**src/rtl/mem_arbiter_pkg.sv**
```systemverilog
// mem_arbiter_pkg: shared FSM encoding, port-select constants and timeout default for mem_arbiter
package mem_arbiter_pkg;
  typedef enum logic [1:0] {IDLE = 2'd0, IF_ACC = 2'd1, DM_ACC = 2'd2, DONE = 2'd3} state_t;
  localparam logic PORT_IF = 1'b0;
  localparam logic PORT_DM = 1'b1;
  localparam int MAX_WAIT_DEF = 15;
endpackage

```
**src/rtl/mem_arb_timer.sv**
```systemverilog
// mem_arb_timer: access wait counter, cleared outside an access, expires on the MAX_WAIT-th stalled cycle
module mem_arb_timer #(
  parameter int MAX_WAIT = 15
) (
  input  logic clk,
  input  logic rst,
  input  logic clear,
  input  logic inc,
  output logic expire
);
  logic [7:0] cnt;
  always_ff @(posedge clk or posedge rst)
    if (rst) cnt <= '0;
    else if (clear) cnt <= '0;
    else if (inc) cnt <= cnt + 8'd1;
  assign expire = cnt == 8'(MAX_WAIT - 1);
endmodule

```
**src/rtl/mem_arbiter.sv**
```systemverilog
// mem_arbiter: fetch/data port arbiter onto one single-port memory with access timeout.
// Define MEM_ARB_RR_EN to alternate grants on simultaneous requests (default: data port wins).
module mem_arbiter
  import mem_arbiter_pkg::*;
#(
  parameter int ADDR_W   = 32,
  parameter int MAX_WAIT = MAX_WAIT_DEF
) (
  input  logic              clk,
  input  logic              rst,
  input  logic              if_req,
  input  logic [ADDR_W-1:0] if_addr,
  output logic [31:0]       if_rdata,
  output logic              if_ack,
  input  logic              dm_req,
  input  logic [3:0]        dm_we,
  input  logic [ADDR_W-1:0] dm_addr,
  input  logic [31:0]       dm_wdata,
  output logic [31:0]       dm_rdata,
  output logic              dm_ack,
  output logic              mem_req,
  output logic [3:0]        mem_we,
  output logic [ADDR_W-1:0] mem_addr,
  output logic [31:0]       mem_wdata,
  input  logic [31:0]       mem_rdata,
  input  logic              mem_ready,
  output logic              bus_err
);
  state_t state, nxt;
  logic sel, acc, expire, dm_pick, finish;
  logic [ADDR_W-1:0] addr_q;
  logic [3:0] we_q;
  logic [31:0] wdata_q, rd_val;
  assign acc = state == IF_ACC || state == DM_ACC;
  assign finish = acc && (mem_ready || expire);
  assign rd_val = mem_ready ? mem_rdata : '0;
`ifdef MEM_ARB_RR_EN
  // sel still holds the previous grant while idle, so it doubles as last-grant
  assign dm_pick = dm_req && !(if_req && sel == PORT_DM);
`else
  assign dm_pick = dm_req;
`endif
  mem_arb_timer #(.MAX_WAIT(MAX_WAIT)) u_timer (
    .clk(clk), .rst(rst), .clear(!acc), .inc(acc && !mem_ready), .expire(expire)
  );
  always_ff @(posedge clk or posedge rst)
    if (rst) state <= IDLE;
    else state <= nxt;
  always_comb begin
    nxt = state;
    case (state)
      IDLE:           nxt = dm_pick ? DM_ACC : if_req ? IF_ACC : IDLE;
      IF_ACC, DM_ACC: nxt = finish ? DONE : state;
      default:        nxt = IDLE;
    endcase
  end
  always_comb begin
    mem_req = acc;
    mem_we  = state == DM_ACC ? we_q : '0;
    if_ack  = state == DONE && sel == PORT_IF;
    dm_ack  = state == DONE && sel == PORT_DM;
  end
  assign mem_addr  = addr_q;
  assign mem_wdata = wdata_q;
  always_ff @(posedge clk or posedge rst)
    if (rst) begin
      sel      <= PORT_IF;
      addr_q   <= '0;
      we_q     <= '0;
      wdata_q  <= '0;
      if_rdata <= '0;
      dm_rdata <= '0;
      bus_err  <= 1'b0;
    end else begin
      if (state == IDLE && (if_req || dm_req)) begin
        sel     <= dm_pick ? PORT_DM : PORT_IF;
        addr_q  <= dm_pick ? dm_addr : if_addr;
        we_q    <= dm_pick ? dm_we : '0;
        wdata_q <= dm_pick ? dm_wdata : '0;
      end
      if (finish && state == IF_ACC) if_rdata <= rd_val;
      if (finish && state == DM_ACC && we_q == '0) dm_rdata <= rd_val;
      bus_err <= acc && !mem_ready && expire;
    end
endmodule
```
**config.mk**
```make
export PLATFORM = sky130hd
export DESIGN_NAME = mem_arbiter
export DESIGN_NICKNAME = d
export VERILOG_FILES = /design/src/rtl/mem_arbiter_pkg.sv /design/src/rtl/mem_arb_timer.sv /design/src/rtl/mem_arbiter.sv
export SDC_FILE = /design/constraint.sdc
export NUM_CORES = 1
export LEC_CHECK = 0
export CORE_AREA = 2 2 119 121
export CTS_CLUSTER_DIAMETER = 150
export DETAILED_ROUTE_END_ITERATION = 16
export DIE_AREA = 0 0 121 123
export GPL_TIMING_DRIVEN = 0
export PLACE_DENSITY = 0.84
export SYNTH_ARGS = -nofsm -noshare
export SYNTH_HDL_FRONTEND = slang
export SYNTH_HIERARCHICAL = 1
export SYNTH_SLANG_ARGS = --single-unit
```
**constraint.sdc**
```tcl
create_clock -name clk -period 9.84 [get_ports clk]
set_input_delay 1.968 -clock clk [delete_from_list [all_inputs] [get_ports clk]]
set_output_delay 1.968 -clock clk [all_outputs]
set_load 0.005 [all_outputs]
```
==> impl_metrics.prom <==
# TYPE chip_impl_metric gauge
chip_impl_metric{name="drcViolationCount",unit=""} 0
chip_impl_metric{name="n_antenna_cell",unit=""} 0
chip_impl_metric{name="area_of_the_die",unit="um2"} 14900
chip_impl_metric{name="fp.dieW",unit="um"} 121
chip_impl_metric{name="cts.sink_count",unit=""} 144
chip_impl_metric{name="sequentialPowerShare",unit=""} 0.362
chip_impl_metric{name="finalHoldViolCount",unit=""} 0
chip_impl_info{name="postSynth.topFlopCell",value="sky130_fd_sc_hd__dfrtp_1"} 1
chip_impl_metric{name="mappedNetlistNets",unit=""} 668
chip_impl_info{name="critical_path.top_delay_family",value="buffers and inverters"} 1
chip_impl_metric{name="rows",unit=""} 43
chip_impl_metric{name="finalClockSkew",unit="ns"} 0.00823
chip_impl_metric{name="register_area",unit="um2"} 3600
chip_impl_metric{name="global_route_wire_length_before_repair",unit="mm"} 26.8
chip_impl_metric{name="dpl-instance-area",unit="um2"} 8930
chip_impl_metric{name="cts_max_path_buffers",unit=""} 2
chip_impl_metric{name="globalRouteOverflowTotal",unit=""} 0
chip_impl_metric{name="numCtsBuffers",unit=""} 17
chip_impl_info{name="critical_path.cell_chain",value="inv_1 -> ha_1 -> clkdlybuf4s50_1"} 1
chip_impl_metric{name="finish.net_count",unit=""} 958
chip_impl_metric{name="minimum_clock_period",unit="ns"} 3.85
chip_impl_metric{name="drt_pre_antenna_iters",unit=""} 4
chip_impl_info{name="worst-setup-path-type",value="reg2out"} 1
chip_impl_metric{name="maximum_operating_frequency",unit="MHz"} 260
chip_impl_metric{name="setup-tns-final",unit="ns"} 0
chip_impl_metric{name="power_switching",unit="uW"} 862
chip_impl_metric{name="post_synthesis_cell_type_count",unit=""} 34
chip_impl_metric{name="starting_density_of_the_core",unit=""} 0.438
chip_impl_info{name="status",value="complete, no violations"} 1
chip_impl_metric{name="yosys_warnings",unit=""} 6
chip_impl_metric{name="critPathRequiredTime",unit="ns"} 7.87
chip_impl_metric{name="setup_viol",unit=""} 0
chip_impl_metric{name="post-route-cell-area",unit="um2"} 9560
chip_impl_metric{name="comb_power_share",unit=""} 0.395
chip_impl_metric{name="layout_worst_path_cycle_share",unit=""} 0.391
chip_impl_metric{name="grt_antenna_before_repair",unit=""} 0
chip_impl_metric{name="internal-power",unit="mW"} 1.95
chip_impl_metric{name="ctsHoldBuffers",unit=""} 0
chip_impl_metric{name="synth-async-reset-ratio",unit=""} 1.00
chip_impl_metric{name="io_buffer_count",unit=""} 270
chip_impl_metric{name="place_congestion",unit=""} 0.820
chip_impl_metric{name="areaGrowthSynthToFinish",unit="%"} 60.3
chip_impl_metric{name="dpl.hpwl",unit="mm"} 12.9
chip_impl_metric{name="core",unit="um2"} 13600
chip_impl_metric{name="io_pins",unit=""} 273
chip_impl_metric{name="arrival",unit="ns"} 1.88
chip_impl_metric{name="leakagePower",unit="nW"} 4.51
chip_impl_metric{name="die_height",unit="um"} 123
chip_impl_metric{name="number_of_pins_with_negative_max_slew_slack_in_the_final_report",unit=""} 0
chip_impl_metric{name="netSwitchingFraction",unit=""} 0.307
chip_impl_metric{name="vdd.ir_drop.worst",unit="uV"} 140
chip_impl_info{name="clock_tree_from_tritoncts",value="yes"} 1
chip_impl_info{name="crit_path_capture_type",value="output pin"} 1
chip_impl_metric{name="grt_max_degree",unit=""} 80
chip_impl_metric{name="fill_cells",unit=""} 933
chip_impl_metric{name="cts_repair_resize_count",unit=""} 0
chip_impl_metric{name="timing.slew.headroom",unit=""} 0.486
chip_impl_info{name="yosys-top-cells-count",value="sky130_fd_sc_hd__dfrtp_1, sky130_fd_sc_hd__nand2_1, sky130_fd_sc_hd__o21ai_0, sky130_fd_sc_hd__mux2i_1, sky130_fd_sc_hd__a22o_1"} 1
chip_impl_metric{name="cp_num_buf_inv",unit=""} 2
chip_impl_metric{name="finalWirelength",unit="mm"} 17.1
chip_impl_metric{name="viasPerCell",unit=""} 5.07
chip_impl_metric{name="drv.max_cap_violation_count",unit=""} 0
chip_impl_metric{name="grt.total_usage",unit=""} 0.234
chip_impl_metric{name="cts_setup_buffers",unit=""} 0
chip_impl_metric{name="cts_htree_levels",unit=""} 4
chip_impl_metric{name="power.density",unit="nW/um2"} 294
chip_impl_metric{name="vias",unit=""} 5107
chip_impl_metric{name="ys_seq_elements",unit=""} 144
chip_impl_metric{name="route.detailed.wl_per_inst",unit="um"} 17.0
chip_impl_info{name="cts_root_buf",value="sky130_fd_sc_hd__clkbuf_16"} 1
chip_impl_metric{name="multi_input_comb_area",unit="um2"} 2080
chip_impl_metric{name="clkLatencyLatePin",unit="ns"} 0.42
chip_impl_metric{name="detail-route-antenna-nets",unit=""} 0
chip_impl_info{name="start_kind",value="flop"} 1
chip_impl_metric{name="synth_sequential_area_ratio",unit=""} 0.604
chip_impl_metric{name="number_of_standard_cells_after_synthesis",unit=""} 525
chip_impl_info{name="cpMaxStageDelayCell",value="sky130_fd_sc_hd__clkdlybuf4s50_1"} 1
chip_impl_metric{name="crit_path_max_incr_delay",unit="ns"} 0.56
chip_impl_info{name="yosys.cell_count.top_type",value="sky130_fd_sc_hd__dfrtp_1"} 1
chip_impl_metric{name="clkSlewWorstSetupHoldPaths",unit="ns"} 0.06
chip_impl_info{name="synth.largest_area_cell",value="sky130_fd_sc_hd__dfrtp_1"} 1
chip_impl_metric{name="post_route_cells_drive_above_1_share",unit=""} 0.0737
chip_impl_metric{name="number_of_global_route_vias_before_repair",unit=""} 5218
chip_impl_metric{name="worst-path-max-fanout",unit=""} 7
chip_impl_metric{name="syn-cell-area",unit="um2"} 5970
chip_impl_metric{name="syn_area_per_cell",unit="um2"} 11.4
chip_impl_metric{name="synth_top_cell_area_share",unit=""} 0.604
chip_impl_metric{name="worst_pin_slew",unit="ns"} 0.764
chip_impl_info{name="rsz0062_at_grt",value="no"} 1
chip_impl_info{name="main_area_contributors_after_synthesis",value="sky130_fd_sc_hd__dfrtp_1, sky130_fd_sc_hd__mux2i_1, sky130_fd_sc_hd__nand2_1, sky130_fd_sc_hd__o21ai_0, sky130_fd_sc_hd__a22o_1"} 1
chip_impl_metric{name="initial_detailed_routing_violation_count",unit=""} 285
chip_impl_metric{name="synth_edf_count",unit=""} 0
chip_impl_info{name="worst_hold_path_type",value="reg2reg"} 1
chip_impl_metric{name="clk_pwr_share",unit=""} 0.244
[cell families after synthesis]
kind of cell,count (synthesis),share of synthesized area
buffers and inverters,68,0.0482
AOI/OAI and AO/OA,112,0.125
xor gates and xnor gates,4,0.00587
and+or+nand+nor,123,0.0881
adders and majority gates,6,0.0126
muxes,68,0.117
DFF,144,0.604
[tightest hold or removal path: stages (launching register included)]
cell and delay, ns:
sky130_fd_sc_hd__dfrtp_1 0.34, sky130_fd_sc_hd__nand2_1 0.04, sky130_fd_sc_hd__o21ai_0 0.06
[state kept, by name (all words and copies together) (netlist names)]
name and count:
bus_err 1, dm_rdata 32, if_rdata 32, mem_addr 32, mem_wdata 32, sel 1
state 2, u_timer/cnt 8, we_q 4
[metal layers]
metal,GRT usage,wire (um),part of all wire
met5,0,0,0
met4,0.0836,299,0.017
met3,0.0655,1450,0.085
met2,0.411,8720,0.51
met1,0.274,6660,0.39
[per-stage QoR]
stage	util	total power, mW	hold slack [ns]	cells	setup WS (ns)
finish	0.703	2.81	0.477	1008	5.99
global route	0.703	2.98	0.495	1008	5.93
CTS	0.703	2.83	0.482	1008	5.97
detailed placement	0.656	2.13	0.469	976	6.15
global placement	0.654	2.09	0.463	975	2.61
floorplan	-	1.41	0.465	525	4.23
[power by group through the flow]
stage                     Sequential (mW)  Clock, mW  Combinational (mW)
after detailed placement             1.02          0                1.12
final                                1.02      0.684                1.11
after CTS                            1.01      0.695                1.12
after floorplan                      1.02          0               0.390
after global placement               1.01          0                1.08
after global routing                 1.05      0.721                1.21
[layout by cell type, fill, tap and decap left out, types with 2 or more instances in the layout]
master | synthesis | routed
sky130_fd_sc_hd__buf_2 | 11 | 11
sky130_fd_sc_hd__nor2_1 | 7 | 7
sky130_fd_sc_hd__and2_1 | 11 | 11
sky130_fd_sc_hd__clkinv_4 | 0 | 3
sky130_fd_sc_hd__clkbuf_8 | 0 | 3
sky130_fd_sc_hd__xor2_1 | 3 | 3
sky130_fd_sc_hd__bufinv_16 | 0 | 3
sky130_fd_sc_hd__mux2i_1 | 60 | 60
sky130_fd_sc_hd__ha_1 | 6 | 6
sky130_fd_sc_hd__clkbuf_16 | 0 | 17
sky130_fd_sc_hd__o21ai_0 | 65 | 65
sky130_fd_sc_hd__nand4_1 | 2 | 2
sky130_fd_sc_hd__inv_6 | 0 | 7
sky130_fd_sc_hd__nand2_1 | 91 | 91
sky130_fd_sc_hd__o21ai_2 | 2 | 2
sky130_fd_sc_hd__a22o_1 | 36 | 36
sky130_fd_sc_hd__mux2_2 | 6 | 6
sky130_fd_sc_hd__nand3_1 | 4 | 4
sky130_fd_sc_hd__dfrtp_1 | 144 | 144
sky130_fd_sc_hd__inv_1 | 34 | 33
sky130_fd_sc_hd__mux2_4 | 2 | 2
sky130_fd_sc_hd__buf_4 | 3 | 3
sky130_fd_sc_hd__or3_1 | 3 | 3
sky130_fd_sc_hd__buf_1 | 3 | 3
sky130_fd_sc_hd__clkdlybuf4s50_1 | 0 | 270
sky130_fd_sc_hd__a21oi_1 | 3 | 3
sky130_fd_sc_hd__clkbuf_1 | 16 | 16
[final cells by class]
cell class / instances / area share
inverter: 34 / 0.0139
timing repair buffer: 271 / 0.285
sequential: 144 / 0.377
clock inverter: 12 / 0.0177
tap: 180 / 0.0235
clock buffer: 20 / 0.0488
buffer: 34 / 0.0167
multi-input combinational: 313 / 0.217
[path summary, 6_finish.rpt]
| kind | from | endpoint | slack [ns] | depth (start not counted) |
|---|---|---|---|---|
| worst max-delay path | state[0] | mem_req | 5.99 | 3 |
| worst min-delay path | mem_addr[17] | mem_addr[17] | 0.48 | 2 |
| worst max register to register | u_timer/cnt[0] | dm_rdata[29] | 7.31 | 9 |
| worst min register to register | mem_addr[17] | mem_addr[17] | 0.48 | 2 |
| max in group asynchronous | rst | dm_rdata[6] | 7.07 | 3 |
| min in group asynchronous | rst | u_timer/cnt[4] | 1.94 | 2 |
Power figures use the tool's default switching activity.
